$ cat src/rtl/cp0_exc_unit.sv
// cp0_exc_unit: coprocessor-0 exception endpoint beside the M stage.
// Decides whether to trap (interrupt or synchronous exception), latches
// SR/Cause/EPC on a trap, and serves mfc0 reads, mtc0 writes and eret.
// Ports:
//   clk, reset     rising-edge clock, synchronous active-high reset
//   en             mtc0 write strobe
//   CP0Add         register number for mfc0/mtc0
//   CP0In          mtc0 write data
//   CP0Out         mfc0 read data (combinational)
//   VPC            PC of the instruction at M
//   BDIn           instruction at M sits in a branch delay slot
//   ExcCodeIn      encoded exception of the M instruction, 0 = none
//   HWInt          level-sensitive external interrupt lines
//   EXLClr         eret at M
//   EPCOut         current EPC register
//   Req            take a trap this cycle (combinational)
module cp0_exc_unit #(
  parameter logic [31:0] PRID = 32'h0000_0701
) (
  input  logic        clk,
  input  logic        reset,
  input  logic        en,
  input  logic [4:0]  CP0Add,
  input  logic [31:0] CP0In,
  output logic [31:0] CP0Out,
  input  logic [31:0] VPC,
  input  logic        BDIn,
  input  logic [4:0]  ExcCodeIn,
  input  logic [5:0]  HWInt,
  input  logic        EXLClr,
  output logic [31:0] EPCOut,
  output logic        Req
);

  localparam logic [4:0] ADDR_SR    = 5'd12;
  localparam logic [4:0] ADDR_CAUSE = 5'd13;
  localparam logic [4:0] ADDR_EPC   = 5'd14;
  localparam logic [4:0] ADDR_PRID  = 5'd15;

  // Architectural state: only the implemented fields are stored.
  logic [5:0]  sr_im;
  logic        sr_exl;
  logic        sr_ie;
  logic        cause_bd;
  logic [5:0]  cause_ip;
  logic [4:0]  cause_exc;
  logic [31:0] epc;

  logic        int_req;
  logic        exc_req;

  // Trap decision; EXL blocks both sources so a handler is never re-entered.
  always_comb begin
    int_req = (|(HWInt & sr_im)) & sr_ie & ~sr_exl;
    exc_req = (ExcCodeIn != 5'd0) & ~sr_exl;
    Req     = (int_req | exc_req) & ~reset;
  end

  // mfc0 read mux; unimplemented bits and registers read as zero.
  always_comb begin
    CP0Out = 32'h0;
    unique case (CP0Add)
      ADDR_SR:    CP0Out = {16'h0, sr_im, 8'h0, sr_exl, sr_ie};
      ADDR_CAUSE: CP0Out = {cause_bd, 15'h0, cause_ip, 3'h0, cause_exc, 2'h0};
      ADDR_EPC:   CP0Out = epc;
      ADDR_PRID:  CP0Out = PRID;
      default:    CP0Out = 32'h0;
    endcase
  end

  assign EPCOut = epc;

  // State update: trap capture beats mtc0; eret clears EXL after any SR write.
  always_ff @(posedge clk) begin
    if (reset) begin
      sr_im     <= 6'h0;
      sr_exl    <= 1'b0;
      sr_ie     <= 1'b0;
      cause_bd  <= 1'b0;
      cause_ip  <= 6'h0;
      cause_exc <= 5'h0;
      epc       <= 32'h0;
    end else begin
      cause_ip <= HWInt;
      if (Req) begin
        sr_exl    <= 1'b1;
        cause_bd  <= BDIn;
        cause_exc <= int_req ? 5'd0 : ExcCodeIn;
        epc       <= BDIn ? (VPC - 32'd4) : VPC;
      end else begin
        if (en) begin
          if (CP0Add == ADDR_SR) begin
            sr_im  <= CP0In[15:10];
            sr_exl <= CP0In[1];
            sr_ie  <= CP0In[0];
          end else if (CP0Add == ADDR_EPC) begin
            epc <= CP0In;
          end
        end
        if (EXLClr) begin
          sr_exl <= 1'b0;
        end
      end
    end
  end

endmodule

$ cat config.mk
export PLATFORM = sky130hd
export DESIGN_NAME = cp0_exc_unit
export DESIGN_NICKNAME = d
export VERILOG_FILES = /design/src/rtl/cp0_exc_unit.sv
export SDC_FILE = /design/constraint.sdc
export NUM_CORES = 1
export LEC_CHECK = 0
export BUFFER_PORTS_ARGS = -buffer_cell sky130_fd_sc_hd__buf_2
export CAP_MARGIN = 20
export CORE_MARGIN = 3
export CORE_UTILIZATION = 28
export DETAILED_ROUTE_END_ITERATION = 10
export SLEW_MARGIN = 10
export SYNTH_ARGS = -nofsm -noshare
export SYNTH_HDL_FRONTEND = slang
export SYNTH_SLANG_ARGS = --single-unit
$ cat constraint.sdc
create_clock -name clk -period 1.9 [get_ports clk]
set_clock_uncertainty 0.2 [all_clocks]
set_input_delay 0.285 -clock clk [delete_from_list [all_inputs] [get_ports clk]]
set_output_delay 0.285 -clock clk [all_outputs]
set_load 0.02 [all_outputs]
== Yosys cells after proc, flatten, opt, wreduce, memory -nomap -nowiden ==
Index checks and enable logic that the tools add are counted.

* Register bits after elaboration: 52
* Bits of input ports: 85
* Logic and storage cells: 42
* Output and inout bits: 65

* $add $sub $neg: 1
* Equal/unequal tests: 5
* Bitwise logic cells: 9
* Reduce and logical (&&, ||, !) cells: 9
* Mux-type cells: 11

{| class="wikitable"
|+ Operator list
! kind !! count
|-
| 32-bit two-way mux || 5
|-
| 32-bit one-hot mux with 4 select lines || 1
|-
| 32-bit by 3-bit subtractor with 32-bit output, second input constant || 1
|-
| 5-bit by 4-bit == test with 1-bit output, second input constant || 4
|-
| 6-bit bitwise AND || 1
|-
| 3-bit AND reduction || 2
|-
| 3-bit nonzero test || 2
|-
| 6-bit OR reduction || 1
|-
| 5-bit two-way mux || 1
|-
| 5-bit nonzero test || 1
|-
| 1-bit bitwise AND || 4
|-
| 1-bit two-way mux || 4
|-
| 2-bit nonzero test || 2
|-
| 1-bit inverter || 3
|-
| 2-bit inequality test, second input constant || 1
|-
| 2-bit AND reduction || 1
|-
| 1-bit bitwise OR || 1
|}

== Longest topological paths before layout ==
Gate-level depths: netlist of run 1.

* Depth after elaboration: 8
* Depth in mapped cells: 7
* Depth with buffers taken out: 7

== Least setup slack after synthesis of run 1 ==
No wires, ideal clock.

* Path type: register to output
* From: reg sr_im[1]
* To: out Req
* Slack: -0.216 ns
* Stages on the path, launching flop included: 7
* Data arrival time: 1.631 ns
* Data required time: 1.415 ns
* Path buffers: 2
* Cell sequence: dfxtp_1 > a22oi_1 > a311oi_2 > nor2_1 > buf_2 > buf_1 > nor2_1

* Word-level cells in the longest chain between the ends: 6

{| class="wikitable"
|+ RTL lines
! element !! line !! source
|-
| start: declaration || 41 || <nowiki>logic [5:0] sr_im;</nowiki>
|-
| start signal: assignment || 93 || <nowiki>sr_im <= CP0In[15:10];</nowiki>
|-
| 6-bit bitwise AND || 54 || <nowiki>int_req = (|(HWInt & sr_im)) & sr_ie & ~sr_exl;</nowiki>
|-
| 6-bit OR reduction || 54 ||
|-
| 1-bit bitwise AND (2 in a row) || 54 ||
|-
| 1-bit bitwise OR || 56 || <nowiki>Req = (int_req | exc_req) & ~reset;</nowiki>
|-
| 1-bit bitwise AND || 56 ||
|-
| end: declaration || 32 || <nowiki>output logic Req</nowiki>
|}

No other way between the ends.

== Final worst setup path of run 1 ==
* From: reg sr_im[0]
* To: out Req

The elaborated chain is that of the path after synthesis.

==> reports/qor.yml, run 1 <==
clock_tree:
  cts.sink_count: 52
  clk_path_buf_depth: 2
  cts_buffers: 5
  cts_tree: "yes"
  clk_pin_slew_ps: 80
  clkLatencyLatePin_ps: 290
  ctsHtreeMaxLevel: 2
  cts-root-buf: "clkbuf_16"
power_and_ir_drop:
  peakVddDrop_v: 0.000344
  power.total_mw: 2.99
  p_leak_nw: 2.49
  p_per_area_nw_per_um2: 601
synth:
  synth-edff-count: 0
  synthFlopType: "dfxtp_1"
  synth.net_count: 478
  synth_seq_area_share_pct: 32.1
  synth-xor-area-share_pct: 6.76
  synth_compound_area_share_pct: 16.2
  synth_top_family_by_area: "simple AND/OR/NAND/NOR gates"
  yosys.area_share.simple_pct: 26.0
  synth_fa_ha_area_share_pct: 0.386
  synth_area_um2: 3240
  async_reset_ff_share_pct: 0
  syn_inst: 392
  synthMuxAreaShare_pct: 14.3
  ys_types: 41
  synth-seq-cells: 52
  avgSynthCellArea_um2: 8.26
  ys_warn_count: 0
timing:
  finalHoldViolations: 0
  slew_headroom_pct: 71.6
  finalMaxSlewViolations: 0
  worst_pin_slew_ps: 425
  fin_setup_tns_ps: -151
  fin_ws_ps: -117
  rsz0062_at_grt: "yes"
  max_freq_mhz: 496
  setup_viol: 2
  min_period_ps: 2020
  fin_crit_sh_pct: 106
setup_path:
  critPathArrivalTime_ps: 1530
  startpoint_type: "flip-flop"
  crit_required_ps: 1410
  end_kind: "output pin"
  path_class: "flip-flop to output pin"
  critPathMaxFanout: 2
routing:
  routed_wl_um: 11600
  ant_nets: 0
  maxUsedRoutingLayer: "met4"
  wl_met2_um: 5900
  dr.pass1.iters: 4
  met3_length_um: 512
  remaining_drc_errors: 0
  drt_iter0_drc: 161
  via_count: 3666
  m1WireLength_um: 5030
  via_per_inst: 4.99
  wire_per_inst_um: 15.8
die:
  initial_core_util_pct: 29.2
  die-area_um2: 12900
  ioPinCount: 150
  rows: 38
  die_y_um: 114
  core_um2: 11100
  fp.dieW_um: 114
global_route:
  overflow: 0
  grt_pass1_vias: 3541
  track_usage_pct: 17.3
  grt_max_degree: 23
  antenna_found_initial: 2
  grt_first_pass_wirelength_um: 18000
final_layout:
  final_cells: 735
  nNetsFinal: 678
  final_common_cell: "buf_2"
  areaGrowthSynthToFinish_pct: 53.7
  drive_above_1_share_pct: 45.9
  mostFrequentLayoutCells: "buf_2, buf_4, nor2_1, dfxtp_1, mux2i_1"
place:
  place_hpwl_um: 9400
  dp.cells: 721
  port_buffers: 149
  gp_congestion: 0.844
status:
  status: "finished with violations"
  failed_checks: "negative setup slack"
hold_path:
  hp-class: "input port to flip-flop"
run:
  max_cap_viol_count: 0
stage by stage:
stage	utilization [%]	setup slack (ps)	hold WS (ps)	instance area [um^2]
finish	44.9	-117	26.8	4980
global placement	41.9	-167	246	4640
global route	44.9	-182	32.5	4980
floorplan	-	-92.0	213	3270
CTS	44.0	-124	24.2	4880
detailed placement	41.9	-198	247	4640
synth_stat cells (all sizes together) (4+ instances only):
| master | instances | area share, % |
|---|---|---|
| a211oi | 18 | 4.2 |
| a21o | 13 | 3.0 |
| a21oi | 29 | 4.6 |
| a22oi | 9 | 2.1 |
| and3 | 16 | 3.1 |
| buf | 12 | 1.7 |
| clkbuf | 17 | 2.0 |
| dfxtp | 52 | 32 |
| inv | 5 | 0.58 |
| mux2i | 45 | 14 |
| nand2 | 9 | 1.0 |
| nand3 | 4 | 0.62 |
| nand3b | 4 | 1.0 |
| nand4 | 8 | 1.5 |
| nor2 | 57 | 6.6 |
| nor2b | 10 | 1.9 |
| nor3 | 16 | 2.8 |
| nor3b | 5 | 1.2 |
| nor4 | 13 | 3.0 |
| o31a | 4 | 1.1 |
| or3 | 6 | 1.2 |
| or4 | 4 | 1.0 |
| xnor2 | 15 | 4.1 |
| xor2 | 10 | 2.7 |
layout make-up:
| cell class | count | area (um^2) |
|---|---|---|
| well taps | 140 | 175 |
| clock inverters | 3 | 28.8 |
| clock buffers | 5 | 125 |
| inverters | 5 | 18.8 |
| diodes | 2 | 5.00 |
| repair buffers | 222 | 1380 |
| flip-flops and latches | 52 | 1050 |
| multi-input cells | 306 | 2200 |
| fillers | 1127 | 6100 |
state kept, by name (all words and copies together) (netlist names):
register / cells
EPCOut: 32
cause_ip: 6
sr_im: 6
cause_exc: 5
cause_bd: 1
sr_ie: 1
sr_exl: 1
critical path, stage by stage (launching register included):
cell      delay, ps
dfxtp_2         340
a22oi_2         100
a311oi_2        380
nor2_4           90
buf_12          140
nor2_4           70
buf_6           120
repair_timing:
action,4_1_cts,5_1_grt
hold buffers,0,0
setup endpoints to repair,6,21
buffers inserted,4,2
resized for setup,15,23
pin swaps,3,3
final timing paths:
check                                   from      endpoint  slack (ps)  depth (start not counted)
worst max-delay path                sr_im[0]           Req        -120                          6
worst min-delay path                HWInt[0]   cause_ip[0]          30                          2
worst max register to register      sr_im[0]    EPCOut[31]         -30                          7
worst min register to register  cause_exc[2]  cause_exc[2]         260                          2
power breakdown:
part / internal (mW) / switching, mW
registers: 1.17 / 0.0623
clock network: 0.508 / 0.447
logic: 0.368 / 0.435
cells by family (layout without fill, tap and decap cells):
kind of cell	count (synthesis)	after routing
AOI/OAI and AO/OA	78	78
adders and majority gates	1	1
xor gates and xnor gates	25	25
other	0	2
muxes	46	46
DFF	52	52
buffers and inverters	34	235
and+or+nand+nor	156	156
metal layers:
layer,global-route usage (%),vias to the layer above
met5,0,-
met4,5.21,0
met3,2.55,11
met2,29.8,94
met1,22.5,1738
li1,-,1823
(Power assumes the default switching activity.)
==> inputs of run 2 (changes only) <==
--- a/config.mk
+++ b/config.mk
@@ -5,10 +5,12 @@
 export SDC_FILE = /design/constraint.sdc
 export NUM_CORES = 1
 export LEC_CHECK = 0
+export ABC_AREA = 1
 export BUFFER_PORTS_ARGS = -buffer_cell sky130_fd_sc_hd__buf_2
 export CAP_MARGIN = 20
 export CORE_MARGIN = 3
 export CORE_UTILIZATION = 28
+export CTS_CLUSTER_SIZE = 16
 export DETAILED_ROUTE_END_ITERATION = 10
 export SLEW_MARGIN = 10
 export SYNTH_ARGS = -nofsm -noshare
==> run 2 against run 1 <==
Effect of this change:
- the run now ends clean
- clock power increased by 9.9%
- via count increased by 15%
- sequential share of layout area increased by 0.26 points
- critical path depth increased by 5
- routed wire length increased by 10%
- hold slack got worse by 13 ps
- critical path type is now flip-flop to flip-flop
==> reports/qor.yml, run 2 <==
timing:
  setup_viol: 0  # -2
  fin_crit_sh_pct: 97.1  # -9.0 points
  rsz0062_at_grt: "yes"
  finalMaxSlewViolations: 0  # unchanged
  max_freq_mhz: 542  # +9.3%
  slew_headroom_pct: 69.7  # -1.9 points
  fin_setup_tns_ps: 0  # +151 ps
  finalHoldViolations: 0  # unchanged
  fin_ws_ps: 54.2  # +171 ps
  min_period_ps: 1850  # -171 ps
  worst_pin_slew_ps: 452  # +26.9 ps
synth:
  synth_seq_area_share_pct: 30.1  # -2.1 points
  synthTopCellsByCount: "nand2_1, nor2_1, inv_1"
  synth_area_um2: 3460  # +6.8%
  yosysTopAreaCell: "dfxtp_1"
  synth.net_count: 659  # +38%
  synth.most_common_cell: "nand2_1"
  avgSynthCellArea_um2: 6.04  # -27%
  yosysTopAreaCellShare_pct: 30.1  # -2.1 points
  synth-edff-count: 0  # unchanged
  synth-seq-cells: 52  # unchanged
  ys_types: 43  # +4.9%
  synthFlopType: "dfxtp_1"
  syn_inst: 573  # +46%
  async_reset_ff_share_pct: 0  # unchanged
  ys_top_cells_by_area: "dfxtp_1, nand2_1, nor2_1, inv_1, o21ai_0"
  ys_warn_count: 0  # unchanged
setup_path:
  rr_worst_depth: 11  # +4
  end_kind: "flip-flop"
  rr_endpoint: "EPCOut[13]"
  crit_required_ps: 1910  # +500 ps
  critPathMaxFanout: 3  # +1
  rrSetupSlack_ps: 50  # +80 ps
  r2r_start: "sr_im[4]"
  critPathArrivalTime_ps: 1860  # +330 ps
  crit_end: "EPCOut[13]"
  startpoint: "sr_im[4]"
  startpoint_type: "flip-flop"
  path_class: "flip-flop to flip-flop"
place:
  place_hpwl_um: 10600  # +13%
  port_buffers: 149  # unchanged
  placedInstanceArea_um2: 4620  # -0.51%
  gp_congestion: 0.884  # +4.7%
  dpl_worst_slack_ps: -64.0  # +134 ps
clock_tree:
  cts-root-buf: "clkbuf_16"
  cts.sink_count: 52  # unchanged
  clk_path_buf_depth: 2  # unchanged
  clk_pin_slew_ps: 70  # about the same
  ctsHtreeMaxLevel: 2  # unchanged
  cts_buffers: 5  # unchanged
  clkLatencyLatePin_ps: 290  # about the same
  cts_tree: "yes"
hold_path:
  hp-class: "input port to flip-flop"
global_route:
  antenna_found_initial: 0  # -2
  grt_first_pass_wirelength_um: 19900  # +11%
  track_usage_pct: 18.5  # +1.2 points
  grt_pass1_vias: 3859  # +9.0%
  overflow: 0  # unchanged
  grt_max_degree: 23  # unchanged
power_and_ir_drop:
  p_leak_nw: 2.48  # -0.48%
  peakVddDrop_v: 0.000455  # +33%
  power.total_mw: 3.03  # +1.2%
  p_per_area_nw_per_um2: 616  # +2.4%
final_layout:
  largest_reg_flops: 32  # unchanged
  mostFrequentLayoutCells: "nand2_1, buf_2, nor2_1, inv_1, dfxtp_1"
  post-route-util_pct: 41.8  # -3.1 points
  final_common_cell: "nand2_1"
  areaGrowthSynthToFinish_pct: 42.1
  num_antenna_cells: 0  # -2
  drive_above_1_share_pct: 32.8  # -13 points
  nNetsFinal: 836  # +23%
  fin_area_um2: 4920  # -1.2%
die:
  fp.dieW_um: 117  # +3.2%
  initial_core_util_pct: 29.4  # +0.19 points
  ioPinCount: 150  # unchanged
  die-area_um2: 13700  # +6.5%
  core_um2: 11800  # +6.2%
  rows: 39  # +2.6%
  die_y_um: 117  # +3.2%
routing:
  via_per_inst: 4.60  # -7.8%
  ant_nets: 0  # unchanged
  via_count: 4206  # +15%
  routed_wl_um: 12800  # +10%
  remaining_drc_errors: 0  # unchanged
  wire_per_inst_um: 14.0  # -12%
  dr.pass1.iters: 4  # unchanged
  drt_iter0_drc: 317  # +97%
status:
  status: "completed"
run:
  max_cap_viol_count: 0  # unchanged
## run 2: cell types whose count changed in the layout (fill, tap and decap cells not counted), sizes merged, moves of 16 or more
cell,delta
inv,+62
buf,-31
nand2,+175
o21ai,+40
mux2i,-45
nor2,+36
and3,-16
nand3,+24
## run 2: repair_timing
| action | CTS | global route |
|---|---|---|
| cloned | 0 | 0 |
| pin swaps | 1 | 3 |
| resized for setup | 12 | 19 |
| hold endpoints to repair | 0 | 0 |
| buffers inserted | 6 | 1 |
| setup endpoints to repair | 2 | 39 |
| hold buffers | 0 | 0 |
## run 2: cell families after synthesis
logic type	Yosys count	share of synthesized area, %
DFF	52	30.1
AOI/OAI and AO/OA	92	14.9
xor gates and xnor gates	15	3.80
adders and majority gates	1	0.361
buffers and inverters	92	11.5
and+or+nand+nor	321	39.4
## run 2: how the worst min path moves through the flow
stage / startpoint / to / slack (ps) / cells past startpoint
2_1_floorplan: HWInt[0] / cause_ip[0] / 190 / 2
3_3_place_gp: cause_exc[1] / cause_exc[1] / 250 / 2
3_5_place_dp: cause_exc[1] / cause_exc[1] / 260 / 2
4_1_cts: HWInt[3] / cause_ip[3] / 7 / 3
5_1_grt: HWInt[2] / cause_ip[2] / 10 / 3
6_report: HWInt[3] / cause_ip[3] / 10 / 3
## run 2: final cells by class
| cell class | count | area [um^2] |
|---|---|---|
| Multi-Input combinational cell | 429 | 2080 |
| Clock inverter | 3 | 46.3 |
| Timing Repair Buffer | 191 | 1140 |
| Clock buffer | 5 | 125 |
| Fill cell | 1289 | 6840 |
| Sequential cell | 52 | 1050 |
| Tap cell | 164 | 205 |
| Inverter | 71 | 275 |
## run 2: worst max-delay path, stage by stage (launching register included)
cell	delay, ps
dfxtp_2	340
nand2_2	60
nand3_2	70
o21ai_2	180
nand2_2	90
buf_6	130
buf_4	120
buf_4	120
buf_4	130
nand2_2	70
o21ai_0	90
a31oi_1	160
## run 2: where the power goes
group          internal [mW]  total [mW]  switching, mW
combinational          0.290       0.750          0.460
clock                  0.629        1.05          0.419
sequential              1.17        1.23         0.0599
## run 2: per-stage QoR
step           cells  hold slack (ps)
2_1_floorplan    573              192
3_3_place_gp     901              255
3_5_place_dp     901              261
4_1_cts          914             7.26
5_1_grt          915             14.1
6_report         915             13.6
## run 2: layer usage
layer / vias up / routed length [um] / track usage [%]
li1: 2160 / - / -
met3: 12 / 780 / 2.26
met1: 1879 / 6290 / 27.6
met4: 0 / 197 / 4.28
met2: 155 / 5510 / 28.5
met5: - / 0 / 0
